===== src/rtl/dds_pkg.sv =====
// Shared types and constants for the DDS waveform source.
package dds_pkg;

  localparam int PHASE_W = 32;
  localparam int ACC_W   = 14;
  localparam int PROD_W  = 37;

  localparam int unsigned CLK_HZ_DEFAULT = 32'd50_000_000;

  // tw = f * 2^32 / CLK_HZ = (f * K_Q16) >> 16, with K_Q16 = round(2^48 / CLK_HZ).
  function automatic int unsigned k_q16_of(input int unsigned clk_hz);
    return 32'(((64'd1 << 48) + 64'(clk_hz / 32'd2)) / 64'(clk_hz));
  endfunction

  localparam int unsigned K_Q16_DEFAULT = k_q16_of(CLK_HZ_DEFAULT);

  typedef enum logic [1:0] {
    SINE   = 2'd0,
    SQUARE = 2'd1,
    TRI    = 2'd2,
    SAW    = 2'd3
  } wave_sel_t;

  typedef enum logic [2:0] {
    IDLE   = 3'd0,
    C0     = 3'd1,
    C1     = 3'd2,
    C2     = 3'd3,
    C3     = 3'd4,
    MUL    = 3'd5,
    COMMIT = 3'd6
  } dds_state_t;

  typedef logic [3:0] bcd_digit_t;

  function automatic logic bcd_ok(input bcd_digit_t d);
    return (d <= 4'd9);
  endfunction

endpackage


===== src/rtl/dds_wave_gen_sine_lut.sv =====
// Quarter-wave sine ROM: data = round(127*sin(pi*addr/128)), registered output.
module dds_sine_lut (
  input  logic       clk,
  input  logic       rstn,
  input  logic [5:0] addr,
  output logic [6:0] data
);

  logic [6:0] data_q, data_d;

  // ROM contents
  always_comb begin
    data_d = 7'd0;
    case (addr)
      6'd0:  data_d = 7'd0;   6'd1:  data_d = 7'd3;   6'd2:  data_d = 7'd6;   6'd3:  data_d = 7'd9;
      6'd4:  data_d = 7'd12;  6'd5:  data_d = 7'd16;  6'd6:  data_d = 7'd19;  6'd7:  data_d = 7'd22;
      6'd8:  data_d = 7'd25;  6'd9:  data_d = 7'd28;  6'd10: data_d = 7'd31;  6'd11: data_d = 7'd34;
      6'd12: data_d = 7'd37;  6'd13: data_d = 7'd40;  6'd14: data_d = 7'd43;  6'd15: data_d = 7'd46;
      6'd16: data_d = 7'd49;  6'd17: data_d = 7'd51;  6'd18: data_d = 7'd54;  6'd19: data_d = 7'd57;
      6'd20: data_d = 7'd60;  6'd21: data_d = 7'd63;  6'd22: data_d = 7'd65;  6'd23: data_d = 7'd68;
      6'd24: data_d = 7'd71;  6'd25: data_d = 7'd73;  6'd26: data_d = 7'd76;  6'd27: data_d = 7'd78;
      6'd28: data_d = 7'd81;  6'd29: data_d = 7'd83;  6'd30: data_d = 7'd85;  6'd31: data_d = 7'd88;
      6'd32: data_d = 7'd90;  6'd33: data_d = 7'd92;  6'd34: data_d = 7'd94;  6'd35: data_d = 7'd96;
      6'd36: data_d = 7'd98;  6'd37: data_d = 7'd100; 6'd38: data_d = 7'd102; 6'd39: data_d = 7'd104;
      6'd40: data_d = 7'd106; 6'd41: data_d = 7'd107; 6'd42: data_d = 7'd109; 6'd43: data_d = 7'd111;
      6'd44: data_d = 7'd112; 6'd45: data_d = 7'd113; 6'd46: data_d = 7'd115; 6'd47: data_d = 7'd116;
      6'd48: data_d = 7'd117; 6'd49: data_d = 7'd118; 6'd50: data_d = 7'd120; 6'd51: data_d = 7'd121;
      6'd52: data_d = 7'd122; 6'd53: data_d = 7'd122; 6'd54: data_d = 7'd123; 6'd55: data_d = 7'd124;
      6'd56: data_d = 7'd125; 6'd57: data_d = 7'd125; 6'd58: data_d = 7'd126; 6'd59: data_d = 7'd126;
      6'd60: data_d = 7'd126; 6'd61: data_d = 7'd127; 6'd62: data_d = 7'd127; 6'd63: data_d = 7'd127;
      default: data_d = 7'd0;
    endcase
  end

  // ROM output register
  always_ff @(posedge clk or negedge rstn) begin
    if (!rstn) begin
      data_q <= 7'd0;
    end else begin
      data_q <= data_d;
    end
  end

  assign data = data_q;

endmodule


===== src/rtl/dds_wave_gen.sv =====
// DDS source: sequential BCD-to-tuning-word conversion, 32-bit phase accumulator
// and a two-stage shaper producing sine/square/triangle/sawtooth samples.
module dds_wave_gen
  import dds_pkg::*;
#(
  parameter int unsigned CLK_HZ = CLK_HZ_DEFAULT,
  parameter int unsigned K_Q16  = k_q16_of(CLK_HZ)
) (
  input  logic        clk,
  input  logic        rstn,
  input  logic [3:0]  freq_thou,
  input  logic [3:0]  freq_hund,
  input  logic [3:0]  freq_ten,
  input  logic [3:0]  freq_one,
  input  logic        freq_load,
  input  logic [1:0]  wave_sel,
  output logic [7:0]  wave_out,
  output logic [13:0] freq_bin,
  output logic        busy,
  output logic        bcd_err
);

  dds_state_t         state_q, state_d;
  logic [15:0]        digits_q, digits_d;
  logic [ACC_W-1:0]   acc_q, acc_d;
  logic [PROD_W-1:0]  prod_q, prod_d;
  logic [PHASE_W-1:0] tw_q, tw_d;
  logic [PHASE_W-1:0] phase_q, phase_d;
  logic [ACC_W-1:0]   freq_bin_q, freq_bin_d;
  logic               busy_q, busy_d;
  logic               bcd_err_q, bcd_err_d;
  logic               digits_ok_s;

  assign digits_ok_s = bcd_ok(freq_thou) & bcd_ok(freq_hund) & bcd_ok(freq_ten) & bcd_ok(freq_one);

  // Conversion FSM next-state and datapath
  always_comb begin
    state_d    = state_q;
    digits_d   = digits_q;
    acc_d      = acc_q;
    prod_d     = prod_q;
    tw_d       = tw_q;
    freq_bin_d = freq_bin_q;
    bcd_err_d  = bcd_err_q;
    case (state_q)
      IDLE: begin
        if (freq_load) begin
          if (digits_ok_s) begin
            digits_d  = {freq_thou, freq_hund, freq_ten, freq_one};
            bcd_err_d = 1'b0;
            state_d   = C0;
          end else begin
            bcd_err_d = 1'b1;
          end
        end else begin
          state_d = IDLE;
        end
      end
      C0: begin
        acc_d   = {10'd0, digits_q[15:12]};
        state_d = C1;
      end
      C1: begin
        acc_d   = acc_q * 14'd10 + {10'd0, digits_q[11:8]};
        state_d = C2;
      end
      C2: begin
        acc_d   = acc_q * 14'd10 + {10'd0, digits_q[7:4]};
        state_d = C3;
      end
      C3: begin
        acc_d   = acc_q * 14'd10 + {10'd0, digits_q[3:0]};
        state_d = MUL;
      end
      MUL: begin
        prod_d  = PROD_W'(acc_q) * PROD_W'(K_Q16);
        state_d = COMMIT;
      end
      COMMIT: begin
        tw_d       = PHASE_W'(prod_q >> 16);
        freq_bin_d = acc_q;
        state_d    = IDLE;
      end
      default: state_d = IDLE;
    endcase
    busy_d = (state_d != IDLE);
  end

  // Conversion FSM state and its registered outputs
  always_ff @(posedge clk or negedge rstn) begin
    if (!rstn) begin
      state_q    <= IDLE;
      digits_q   <= 16'd0;
      acc_q      <= 14'd0;
      prod_q     <= 37'd0;
      tw_q       <= 32'd0;
      freq_bin_q <= 14'd0;
      busy_q     <= 1'b0;
      bcd_err_q  <= 1'b0;
    end else begin
      state_q    <= state_d;
      digits_q   <= digits_d;
      acc_q      <= acc_d;
      prod_q     <= prod_d;
      tw_q       <= tw_d;
      freq_bin_q <= freq_bin_d;
      busy_q     <= busy_d;
      bcd_err_q  <= bcd_err_d;
    end
  end

  assign phase_d = phase_q + tw_q;

  // Phase accumulator; retuning only changes the step, never the phase
  always_ff @(posedge clk or negedge rstn) begin
    if (!rstn) begin
      phase_q <= 32'd0;
    end else begin
      phase_q <= phase_d;
    end
  end

  logic [8:0] ph1_q, ph1_d;
  wave_sel_t  sel1_q, sel1_d;
  logic [5:0] lut_addr_s;
  logic [6:0] lut_data_s;
  logic [6:0] tri_s;
  logic [7:0] wave_q, wave_d;

  assign ph1_d      = phase_q[31:23];
  assign sel1_d     = wave_sel_t'(wave_sel);
  // Quadrants 1 and 3 (phase[30] set) walk the quarter-wave table backwards
  assign lut_addr_s = phase_q[30] ? ~phase_q[29:24] : phase_q[29:24];

  dds_sine_lut u_lut (
    .clk  (clk),
    .rstn (rstn),
    .addr (lut_addr_s),
    .data (lut_data_s)
  );

  // Shaping stage 1: phase bits and selection, aligned with the ROM output register
  always_ff @(posedge clk or negedge rstn) begin
    if (!rstn) begin
      ph1_q  <= 9'd0;
      sel1_q <= SINE;
    end else begin
      ph1_q  <= ph1_d;
      sel1_q <= sel1_d;
    end
  end

  // Shape mux; ph1_q = phase[31:23], so ph1_q[8] is the half bit
  always_comb begin
    tri_s = ph1_q[7] ? ~ph1_q[6:0] : ph1_q[6:0];
    case (sel1_q)
      SINE:    wave_d = ph1_q[8] ? (8'd127 - {1'b0, lut_data_s}) : (8'd128 + {1'b0, lut_data_s});
      SQUARE:  wave_d = ph1_q[8] ? 8'h00 : 8'hFF;
      TRI:     wave_d = ph1_q[8] ? (8'd127 - {1'b0, tri_s}) : (8'd128 + {1'b0, tri_s});
      SAW:     wave_d = ph1_q[8:1] ^ 8'h80;
      default: wave_d = 8'h80;
    endcase
  end

  // Shaping stage 2: registered sample
  always_ff @(posedge clk or negedge rstn) begin
    if (!rstn) begin
      wave_q <= 8'h80;
    end else begin
      wave_q <= wave_d;
    end
  end

  assign wave_out = wave_q;
  assign freq_bin = freq_bin_q;
  assign busy     = busy_q;
  assign bcd_err  = bcd_err_q;

endmodule


===== config.mk =====
export PLATFORM = sky130hd
export DESIGN_NAME = dds_wave_gen
export DESIGN_NICKNAME = d
export VERILOG_FILES = /design/src/rtl/dds_pkg.sv /design/src/rtl/dds_wave_gen_sine_lut.sv /design/src/rtl/dds_wave_gen.sv
export SDC_FILE = /design/constraint.sdc
export NUM_CORES = 1
export LEC_CHECK = 0
export CORE_MARGIN = 2
export CORE_UTILIZATION = 63
export DETAILED_ROUTE_END_ITERATION = 10
export PLACE_DENSITY = 0.82
export SYNTH_ARGS = -nofsm -noshare
export SYNTH_HDL_FRONTEND = slang
export SYNTH_SLANG_ARGS = --single-unit

===== constraint.sdc =====
create_clock -name clk -period 7.55 [get_ports clk]
set_clock_uncertainty 0.1 [all_clocks]
set_input_delay 0.755 -clock clk [delete_from_list [all_inputs] [get_ports clk]]
set_output_delay 0.755 -clock clk [all_outputs]
set_load 0.05 [all_outputs]

==> run summary, run 1 <==
Clk sinks: 149
DRT antenna net count: 0
First-pass GRT wire length: 46.6 mm
R2r setup slk: 1.31 ns
Wire per inst: 16.7 um
Core Util, Final: 0.711
Worst slew pin tran: 1.13 ns
Dominant cells by area after synthesis: dfrtp_1, ha_1, fa_1, inv_1, o21ai_0
Final Setup Violations: 0
Area leader, netlist: dfrtp_1
Initial cell density of the core: 0.647
DR DRC count: 0
Slew HR: 0.244
Hold Crit Class: input pin to async pin
CP arrival: 6.44 ns
Layout net count: 1,648
Sequential-to-total area share from yosys stat: 0.283
Element type at the critical path start: register
RSZ-0062 raised after global routing: false
Post-Syn Nets: 1,618
Netlist cell types: 71
Status: finished, final reports clean
Via count of the first global-routing pass: 9,627
Diodes inserted: 0
Chip height: 149 um
Largest net degree at the start of global routing: 82
H-tree levels: 4
Share of the synthesized area in the top cell type: 0.281
Reg2Reg Launch Point: acc_q[12]$_DFFE_PN0P_
Final worst-path cycle share: 0.827
P&R area growth vs syn: 10.0%
Min Hold Slack: 0.234 ns
FF-to-FF End: prod_q[30]$_DFFE_PN0N_
Port bufs: 44
Final WL: 27.2 mm
GPL Wtd Cong: 0.912
Mapped cell area: 0.0132 mm^2
Max Slew Vio Count: 0
DIE AREA: 0.0221 mm^2
F_max: 160 MHz
Number of CTS-inserted buffers: 17
Count leader, synth: ha_1
Post-CTS setup buffers: 0
Hold buffers post-CTS: 0
R2R depth: 19
Crit path max fanout: 9
FP Rows: 52
Final Hold Fails: 0
Top FF cell, synth: dfrtp_1
CP Data Required Time: 7.75 ns
Worst-path clk slew: 0.07 ns
Min cycle time layout: 6.24 ns
Async SR Flop Fraction: 1.00
Total number of vias: 9,540
Yosys warning count: 0
Synth top cells by count: ha_1, dfrtp_1, inv_1, nand2_1, fa_1
Kind of critical path: register to register
Antenna violations before repair: 0
Grt total ovfl: 0
Root buf cell: clkbuf_16
CP Capture Type: register
I/O Pins: 45
Synthesized flop and latch total: 149
Layout cell share with drive strength beyond 1: 0.0678
Die X: 149 um
1st-pass router iterations: 5
Clock Latency Late Sink: 0.43 ns
CTS tree: done
Core box area: 0.0204 mm^2
Post-CTS resize count: 0
Maxcap violations: 0
TNS Setup: 0 ns
DRT iter0 DRCs: 557
Post-Syn Area per Cell: 10.0 um^2
Post-Synthesis Cells: 1,314
HPWL Detailed: 21.1 mm
Number of synthesized flops with an enable pin: 0
Total track usage: 0.264
Clock Path Buffers: 2
Vias per cell: 5.86
-- worst max-delay path by stage --
stage,startpoint,cells after the start,end
after floorplan,acc_q[12]$_DFFE_PN0P_,19,prod_q[30]$_DFFE_PN0N_
after global placement,acc_q[12]$_DFFE_PN0P_,19,prod_q[30]$_DFFE_PN0N_
after detailed placement,acc_q[12]$_DFFE_PN0P_,19,prod_q[30]$_DFFE_PN0N_
after CTS,acc_q[12]$_DFFE_PN0P_,19,prod_q[30]$_DFFE_PN0N_
after global routing,acc_q[12]$_DFFE_PN0P_,18,prod_q[30]$_DFFE_PN0N_
final,acc_q[12]$_DFFE_PN0P_,19,prod_q[30]$_DFFE_PN0N_
-- flip-flops by register name, indices dropped and copies added, names as in the netlist, 3 cells and up --
signal and cells:
u_lut.data 7, wave_out 8, acc_q 14, tw_q 21, state_q 3, phase_q 32, digits_q 16, prod_q 21
ph1_q 9, freq_bin 14
-- cell type report --
class / instances / area (um^2)
Multi-Input combinational cell: 982 / 8750
Fill cell: 1480 / 5880
Sequential cell: 149 / 3730
Inverter: 147 / 552
Timing Repair Buffer: 47 / 464
Clock buffer: 17 / 425
Tap cell: 270 / 338
Clock inverter: 15 / 228
-- critical path, cell delays in order, from the launching register on --
cell	delay, ns
dfrtp_1	0.53
fa_1	0.64
inv_1	0.10
fa_1	0.53
inv_1	0.06
fa_1	0.49
fa_1	0.52
fa_1	0.55
inv_1	0.05
fa_1	0.49
inv_1	0.04
ha_1	0.36
a21o_1	0.18
nand3_1	0.08
o211ai_1	0.08
o21bai_1	0.26
a21boi_1	0.29
o21ai_1	0.17
and4_1	0.23
or3_1	0.37
-- layout by cell type (no fill, tap or decap), types with 5 or more instances in the layout --
cell	count
a21oi_1	56
inv_1	145
a211oi_1	7
o211ai_1	9
ha_1	180
and3_1	9
nor3b_1	6
o31ai_1	7
o21ai_0	101
nor4_1	5
xor2_1	27
a31oi_1	10
nor2b_1	9
a21o_1	32
or3_1	6
fa_1	103
mux2_2	43
inv_6	6
clkdlybuf4s50_1	43
clkbuf_16	17
nor3_1	23
xnor2_1	54
nand3b_1	7
o21a_1	7
o22ai_1	6
o21bai_1	8
nand4_1	6
nand3_1	18
dfrtp_1	148
mux2i_1	6
nor2_1	57
nand2_1	106
-- per-layer routing --
metal	GRT usage	wire length, um
met3	0.0442	1140
met5	0	0
met1	0.367	12800
met2	0.436	12800
met4	0.0686	547
-- through the flow --
stage	instance area, um^2	std cells	setup slack, ns
5_1_grt	14500	1627	1.01
6_report	14500	1627	1.31
3_3_place_gp	13800	1595	1.45
2_1_floorplan	13200	1314	1.73
4_1_cts	14500	1627	1.32
3_5_place_dp	13800	1595	1.32
-- cells by family after synthesis --
| family | synth area share |
|---|---|
| simple gates | 0.101 |
| compound gates | 0.141 |
| buf+inv | 0.0526 |
| mux | 0.0413 |
| flops | 0.283 |
| fa+ha+maj | 0.328 |
| xor+xnor | 0.0539 |
Power of run 1 is left out: the tool's default activity adds up to more than one toggle a clock period on the data nets, which glitch-free logic cannot reach.
==> run 2, diff against run 1 <==
Clock period 7.55 ns to 5.96 ns, I/O delays scaled along.
==> run 2 against run 1 <==
Utilization increased by 0.98 points. Sequential share of layout area decreased by 0.34 points. Setup slack got worse by 1.1 ns. Critical endpoint is now prod_q[33]$_DFFE_PN0N_.
==> run summary, run 2 (same netlist as run 1, synthesis figures left out) <==
Core Util, Final: 0.721 (was 0.711)
Instance area at placement: 0.0140 mm^2 (was 0.0138 mm^2)
Chip height: 149 um (unchanged)
DIE AREA: 0.0221 mm^2 (unchanged)
Maxcap violations: 0 (unchanged)
Clk sinks: 149 (unchanged)
Final Setup Violations: 0 (unchanged)
Worst slew pin tran: 1.17 ns (was 1.13 ns)
Final WL: 28.5 mm (was 27.2 mm)
FP Rows: 52 (unchanged)
Total track usage: 0.270 (was 0.264)
CP Data Required Time: 6.17 ns (was 7.75 ns)
Status: finished, final reports clean (unchanged)
Slowest stage delay, CP: 0.57 ns (was 0.64 ns)
Largest register by flop count: phase_q (unchanged)
Commonest non-fill, non-tap cells in the layout: ha_1, dfrtp_1, inv_1, nand2_1, fa_1 (unchanged)
Max Slew Vio Count: 0 (unchanged)
Largest net degree at the start of global routing: 99 (was 82)
Initial cell density of the core: 0.647 (unchanged)
Die X: 149 um (unchanged)
Vias per cell: 5.90 (was 5.86)
First-pass GRT wire length: 47.4 mm (was 46.6 mm)
Crit path max fanout: 4 (was 9)
Element type at the critical path start: register (unchanged)
DRT antenna net count: 0 (unchanged)
CTS tree: done (unchanged)
Final WS setup: 0.197 ns (was 1.31 ns)
Worst-path clk slew: 0.07 ns (about the same)
Core box area: 0.0204 mm^2 (unchanged)
Final worst-path cycle share: 0.967 (was 0.827)
HPWL Detailed: 21.7 mm (was 21.1 mm)
Via count of the first global-routing pass: 9,672 (was 9,627)
P&R area growth vs syn: 11.5% (was 10.0%)
Layout net count: 1,667 (was 1,648)
Most common cell after layout, fill and taps aside: ha_1 (unchanged)
Diodes inserted: 0 (unchanged)
Min Hold Slack: 0.128 ns (was 0.234 ns)
F_max: 174 MHz (was 160 MHz)
Grt total ovfl: 0 (unchanged)
Biggest regs: phase_q (32), prod_q (21), tw_q (21) (unchanged)
Min cycle time layout: 5.76 ns (was 6.24 ns)
Layout cell share with drive strength beyond 1: 0.0894 (was 0.0678)
1st-pass router iterations: 5 (unchanged)
DR DRC count: 0 (unchanged)
Wire per inst: 17.3 um (was 16.7 um)
Hold buffers post-CTS: 0 (unchanged)
CP Cell Sequence: fa_1 > inv_1 > fa_1 > inv_1 > fa_1 > fa_1 > fa_1 > inv_1 > fa_1 > inv_1 > ha_4 > a21o_1 > nand3_1 > o211ai_1 > o21bai_4 > and3b_2 > nor3_4 > nor4b_1 > or3_1 (was fa_1 > inv_1 > fa_1 > inv_1 > fa_1 > fa_1 > fa_1 > inv_1 > fa_1 > inv_1 > ha_1 > a21o_1 > nand3_1 > o211ai_1 > o21bai_1 > a21boi_1 > o21ai_1 > and4_1 > or3_1)
Slowest cell on the critical path: fa_1 (unchanged)
R2r setup slk: 0.20 ns (was 1.31 ns)
CP Capture Type: register (unchanged)
Hold Crit Class: input pin to async pin (unchanged)
Clock Latency Late Sink: 0.44 ns (was 0.43 ns)
Most used cell, CP: fa_1 (unchanged)
Post-route cell area: 0.0147 mm^2 (was 0.0145 mm^2)
I/O Pins: 45 (unchanged)
Final Hold Fails: 0 (unchanged)
Antenna violations before repair: 0 (unchanged)
Kind of critical path: register to register (unchanged)
H-tree levels: 4 (unchanged)
DP Worst Slack: 0.0418 ns (was 1.32 ns)
DRT iter0 DRCs: 665 (was 557)
Port bufs: 44 (unchanged)
# fillers: 1,450 (was 1,480)
Clock Path Buffers: 2 (unchanged)
Slew HR: 0.214 (was 0.244)
Total number of vias: 9,716 (was 9,540)
Max reg flops: 32 (unchanged)
CP arrival: 5.98 ns (was 6.44 ns)
GPL Wtd Cong: 0.966 (was 0.912)
Number of CTS-inserted buffers: 17 (unchanged)
Root buf cell: clkbuf_16 (unchanged)
[run 2: stage by stage]
step | std cells | TNS (ns)
final | 1646 | 0
after global routing | 1646 | -0.0456
after CTS | 1645 | 0
after detailed placement | 1613 | 0
after global placement | 1613 | 0
after floorplan | 1314 | 0
[run 2: area by class of cell]
class	count	area, um^2	share of cell area
clock inverter	15	206	0.0141
timing repair buffer	66	607	0.0413
sequential	149	3730	0.254
clock buffer	17	425	0.0290
multi-input combinational	982	8830	0.601
inverter	147	552	0.0376
tap	270	338	0.0230
[run 2: worst max-delay path, delay by kind of cell (launching register included)]
| kind | cells | cell delay (ns) |
|---|---|---|
| compound gates | 3 | 0.46 |
| buf+inv | 4 | 0.27 |
| flops | 1 | 0.40 |
| simple gates | 5 | 1.03 |
| fa+ha+maj | 7 | 3.37 |
[run 2: what timing repair did]
action | CTS | global route
setup endpoints to repair | 0 | 11
gates resized for setup | 0 | 16
setup buffers | 0 | 1
[run 2: path summary, 6_finish.rpt]
| kind | startpoint | to | cells past startpoint |
|---|---|---|---|
| min in group clk | phase_q[31]$_DFF_PN0_ | ph1_q[8]$_DFF_PN0_ | 0 |
| max in group asynchronous | rstn | acc_q[12]$_DFFE_PN0P_ | 2 |
| setup reg to reg | acc_q[11]$_DFFE_PN0P_ | prod_q[33]$_DFFE_PN0N_ | 19 |
| hold reg to reg | phase_q[31]$_DFF_PN0_ | ph1_q[8]$_DFF_PN0_ | 0 |
| hold / removal | rstn | sel1_q[1]$_DFF_PN0_ | 1 |
| setup / recovery | acc_q[11]$_DFFE_PN0P_ | prod_q[33]$_DFFE_PN0N_ | 19 |
[run 2: layer usage]
layer  track usage  routed length (um)  part of all wire
met1         0.360               12600              0.44
met2         0.447               13700              0.48
met3        0.0528                1510             0.053
met4        0.0919                 682             0.024
met5             0                   0                 0
Power of run 2 is left out for the same reason.
